==> src/rtl/fetch_unit.sv <==
// fetch_unit: PC register, instruction fetch handshake and next-PC selection
module fetch_unit #(
  parameter logic [31:0] RESET_PC = 32'h0000_0000,
  parameter int          CNT_W    = 16
) (
  input  logic             clk,
  input  logic             rst_n,
  output logic             imemReq,
  output logic [31:0]      imemAddr,
  input  logic             imemValid,
  input  logic [31:0]      imemData,
  input  logic             stall,
  input  logic             jump,
  input  logic             branch,
  input  logic             zero,
  output logic [31:0]      instr,
  output logic [5:0]       opCode,
  output logic             instrValid,
  output logic [31:0]      pc,
  output logic [31:0]      pcPlus4,
  output logic             fetchErr,
  output logic [CNT_W-1:0] retireCnt
);
  typedef enum logic [1:0] {FETCH, HOLD, ERR} state_t;
  state_t             state_q, state_d;
  logic [31:0]        pc_q, pc_d, instr_q, instr_d, next_pc;
  logic               valid_q, valid_d;
  logic [CNT_W-1:0]   cnt_q, cnt_d;
  assign pcPlus4    = pc_q + 32'd4;
  assign imemReq    = rst_n && state_q == FETCH;
  assign imemAddr   = pc_q;
  assign instr      = instr_q;
  assign opCode     = instr_q[31:26];
  assign instrValid = valid_q;
  assign pc         = pc_q;
  assign fetchErr   = state_q == ERR;
  assign retireCnt  = cnt_q;
  // Next PC: jump beats a taken branch, otherwise fall through
  always_comb
    next_pc = jump ? {pcPlus4[31:28], instr_q[25:0], 2'b00}
            : (branch & zero) ? pcPlus4 + {{14{instr_q[15]}}, instr_q[15:0], 2'b00}
            : pcPlus4;
  // FSM next state: capture on imemValid in FETCH, advance or trap when unstalled in HOLD
  always_comb begin
    state_d = state_q;
    pc_d    = pc_q;
    instr_d = instr_q;
    valid_d = valid_q;
    cnt_d   = cnt_q;
    if (state_q == FETCH && imemValid) begin
      instr_d = imemData;
      valid_d = 1'b1;
      state_d = HOLD;
    end else if (state_q == HOLD && !stall) begin
      valid_d = 1'b0;
      if (next_pc[1:0] != 2'b00) begin
        state_d = ERR;
      end else begin
        pc_d    = next_pc;
        cnt_d   = cnt_q + CNT_W'(1);
        state_d = FETCH;
      end
    end
  end
  // State registers with asynchronous reset
  always_ff @(posedge clk or negedge rst_n) begin
    if (!rst_n) begin
      state_q <= FETCH;
      pc_q    <= RESET_PC;
      instr_q <= '0;
      valid_q <= 1'b0;
      cnt_q   <= '0;
    end else begin
      state_q <= state_d;
      pc_q    <= pc_d;
      instr_q <= instr_d;
      valid_q <= valid_d;
      cnt_q   <= cnt_d;
    end
  end
endmodule

==> config.mk <==
export PLATFORM = sky130hd
export DESIGN_NAME = fetch_unit
export DESIGN_NICKNAME = d
export VERILOG_FILES = /design/src/rtl/fetch_unit.sv
export SDC_FILE = /design/constraint.sdc
export NUM_CORES = 1
export LEC_CHECK = 0
export CAP_MARGIN = 20
export CORE_UTILIZATION = 48
export CTS_CLUSTER_SIZE = 30
export DETAILED_ROUTE_END_ITERATION = 6
export PLACE_DENSITY = 0.91
export SKIP_CTS_REPAIR_TIMING = 1
export SYNTH_ARGS = -nofsm -noshare
export SYNTH_HDL_FRONTEND = slang
export SYNTH_SLANG_ARGS = --single-unit
==> constraint.sdc <==
create_clock -name clk -period 4.2 [get_ports clk]
set_clock_uncertainty 0.15 [all_clocks]
set_input_delay 0.42 -clock clk [delete_from_list [all_inputs] [get_ports clk]]
set_output_delay 0.42 -clock clk [all_outputs]
set_load 0.01 [all_outputs]
==> summary.md <==
| Metric | Value |
|---|---|
| Run status | `complete, no violations` |
| Number of register bits inferred by synthesis | `82` |
| Combinational group share of total power | `62.2%` |
| Placement Cell Area | `7976 um^2` |
| Synthesized netlist cell count | `690` |
| Switching power of the nets | `2477 uW` |
| Nature of the critical path startpoint | `register` |
| Power share of the clock group | `13.6%` |
| Type of the worst setup path | `reg2reg` |
| Met2 Usage GRT | `47.31%` |
| Antenna violations before repair | `0` |
| Number of nets at the end of the flow | `922` |
| Critical Path End Type | `register` |
| Leak | `0.003448 uW` |
| Final number of hold-violating endpoints | `0` |
| Via/cell ratio | `5.820` |
| Worst slew pin tran | `0.9226 ns` |
| Total via count after detailed routing | `5,919` |
| Worst IR drop on VDD | `0.6232 mV` |
| Max-slew headroom at the worst pin | `38.42%` |
| First-pass GRT wire length | `28.79 mm` |
| Clk pin slew, worst setup/hold paths | `0.07 ns` |
| Total detailed-routing wirelength | `18.55 mm` |
| Initial detailed-routing violation count | `499` |
| Critical-path maximum fanout | `6` |
| EDFF count, synth | `0` |
| GR peak layer | `met2` |
| Mapped Avg Cell Area | `8.882 um^2` |
| Path class of the lowest-slack min-delay path | `in2async` |
| GR Layer Usage met1 | `34.18%` |
| Die boundary width | `115.0 um` |
| Final TNS setup | `0 ns` |
| Ratio of final minimum period to clock period | `93.15%` |
| Post-synth top area share | `33.48%` |
| Required arrival time at the worst endpoint | `4.31 ns` |
| Main area contributors after synthesis | `sky130_fd_sc_hd__dfrtp_1 (33%), sky130_fd_sc_hd__ha_1 (7.8%), sky130_fd_sc_hd__xnor2_1 (6.9%)` |
| Switching part of the total power | `44.00%` |
| Distinct cell type count after synthesis | `55` |
| # port buffers | `191` |
| Clock period minus worst slack | `3.912 ns` |
| Max_cap viols | `0` |
| Global-route total usage across every layer | `28.28%` |
| Placement row count | `40` |
| Clock latency at the later pin of the worst-skew pair | `0.36 ns` |
| Pin count of the biggest net entering global routing | `70` |
| Non-Filler Cell Area, Final | `8310 um^2` |
| Sequential fraction of design power | `24.2%` |
| Total clock sinks | `82` |
| Internal cell power | `3152 uW` |
| Number of buffers added by the clock tree synthesis step | `9` |
| Residual overflow from global routing | `0` |
| Synth top cells by count | `sky130_fd_sc_hd__dfrtp_1 (82), sky130_fd_sc_hd__nand2_1 (80), sky130_fd_sc_hd__nor2_1 (52)` |
| Data arrival at the endpoint of the critical path | `4.02 ns` |
| Router iterations before antenna repair | `5` |
| Most used flip-flop cell after synthesis | `sky130_fd_sc_hd__dfrtp_1` |
| Avg WL per Cell | `18.24 um` |
| Ys async rst share | `100.0%` |
| Power density over cell area | `677.4 nW/um^2` |
| Num ports | `192` |
| Highest clock rate | `255.6 MHz` |
| Synth Net Count | `768` |
| Remaining DRCs | `0` |
| Routing usage on met3 | `6.537%` |
| Share of synthesized area occupied by flip-flops and latches | `33.48%` |
| Count of filler cells inserted in the layout | `968` |
| Die outline height | `115.0 um` |
| Library cell with the highest instance count after synthesis | `sky130_fd_sc_hd__dfrtp_1` |
| Antenna fix cells | `0` |
| Top cell type by total area after synthesis | `sky130_fd_sc_hd__dfrtp_1` |
| Count of final max-slew check failures | `0` |
| Clock tree from TritonCTS | `done` |
| Number of global-route vias before repair | `5,663` |
| Initial cell density of the core | `50.18%` |
| Area Overhead vs Synth | `35.61%` |
| Final setup violation count | `0` |
| Half-perimeter wire length of the detailed placement result | `13.71 mm` |
| Combined area of all synthesized cells | `6128 um^2` |
| Count of H-tree levels built during CTS | `3` |
| Share of layout cells above drive strength 1 | `10.60%` |
| Unrepaired setup endpoints after global routing | `no` |
| Area of the core | `12,210 um^2` |
| Routability cong. | `0.9833` |
| Number of warnings reported in the yosys synthesis log | `0` |
| Floorplan die area | `13,220 um^2` |
| CTS root buf | `sky130_fd_sc_hd__clkbuf_16` |
| Buffers from clock root to sink, at most | `2` |
| Post-DRT Antenna Nets | `0` |
==> area by class of cell <==
cell class / instances / area (um^2) / area share [%]
multi-input combinational: 535 / 3685 / 44.34
inverter: 8 / 30.03 / 0.3613
timing repair buffer: 208 / 2039 / 24.54
clock buffer: 9 / 225.2 / 2.710
clock inverter: 7 / 65.06 / 0.7829
tap: 168 / 210.2 / 2.529
sequential: 82 / 2056 / 24.74
==> kinds of logic (layout without fill, tap and decap cells) <==
family / after synthesis / in the layout / synth area share [%]
adders and majority gates: 39 / 39 / 8.085
muxes: 35 / 35 / 6.472
DFF: 82 / 82 / 33.48
AOI/OAI and AO/OA: 178 / 178 / 19.35
and+or+nand+nor: 216 / 216 / 16.11
buffers and inverters: 73 / 232 / 6.921
xor gates and xnor gates: 67 / 67 / 9.575
==> path summary, 6_finish.rpt <==
kind	startpoint	end	slack (ns)	cells past startpoint
setup / recovery	imemAddr[9]	imemAddr[31]	0.29	15
hold / removal	rst_n	imemAddr[30]	0.31	2
setup reg to reg	imemAddr[9]	imemAddr[31]	0.29	15
hold reg to reg	retireCnt[15]	retireCnt[15]	0.33	1
max in group asynchronous	rst_n	imemAddr[8]	2.40	3
min in group clk	retireCnt[15]	retireCnt[15]	0.33	1
==> per-stage QoR <==
step	hold slack [ns]	setup slack (ns)	total power, uW	utilization, %	std cells
5_1_grt	0.3307	0.001890	5991	68.05	1017
2_1_floorplan	-0.02559	0.5484	3455	-	690
3_5_place_dp	0.1508	0.1949	4789	65.32	999
6_report	0.3058	0.2878	5629	68.05	1017
3_3_place_gp	0.1487	0.2313	4736	65.32	999
4_1_cts	-0.2344	0.1662	5595	67.69	1015
==> placed cells by master (no fill, tap or decap), drive strengths merged, types with 6 or more instances in the layout <==
master         instances
nor3                  13
xnor2                 48
xor2                  19
inv                    9
and2                   6
nand4                 16
buf                   17
nand3                 21
mux2                  34
nand2                 80
clkdlybuf4s50        190
ha                    38
o21ai                 46
and3                  13
clkbuf                 9
a21oi                 45
o211ai                13
a21o                  15
dfrtp                 82
a211oi                17
o21a                   6
clkinv                 6
nor2                  52
==> worst max-delay path, cell delays in order (launching register included) <==
cell	delay (ns)
sky130_fd_sc_hd__dfrtp_1	0.45
sky130_fd_sc_hd__and3_1	0.25
sky130_fd_sc_hd__and3_1	0.19
sky130_fd_sc_hd__and3_2	0.29
sky130_fd_sc_hd__nand2_1	0.09
sky130_fd_sc_hd__xnor2_1	0.17
sky130_fd_sc_hd__ha_1	0.34
sky130_fd_sc_hd__nand2_1	0.09
sky130_fd_sc_hd__a2111oi_1	0.38
sky130_fd_sc_hd__o21ai_1	0.17
sky130_fd_sc_hd__a21oi_2	0.26
sky130_fd_sc_hd__o21ai_2	0.14
sky130_fd_sc_hd__o31ai_2	0.27
sky130_fd_sc_hd__xor2_1	0.23
sky130_fd_sc_hd__a21oi_1	0.11
sky130_fd_sc_hd__o31ai_2	0.24
==> flip-flops by register name, summed over array words and instances, names as in the netlist <==
register and cells:
imemAddr 32, state_q 2, instr 32, retireCnt 16
==> power by group through the flow <==
stage / logic [uW] / clock network (uW) / registers [uW]
final: 3500 / 765 / 1360
after global routing: 3800 / 805 / 1390
after CTS: 3470 / 778 / 1350
after detailed placement: 3430 / 0 / 1360
after global placement: 3390 / 0 / 1340
after floorplan: 2100 / 0 / 1360
==> routing by layer <==
metal | vias to the layer above | share of wire, %
met2 | 288 | 48
met1 | 2803 | 40
met5 | - | 0
li1 | 2764 | -
met3 | 64 | 8.0
met4 | 0 | 3.9
Power figures use the tool's default switching activity.
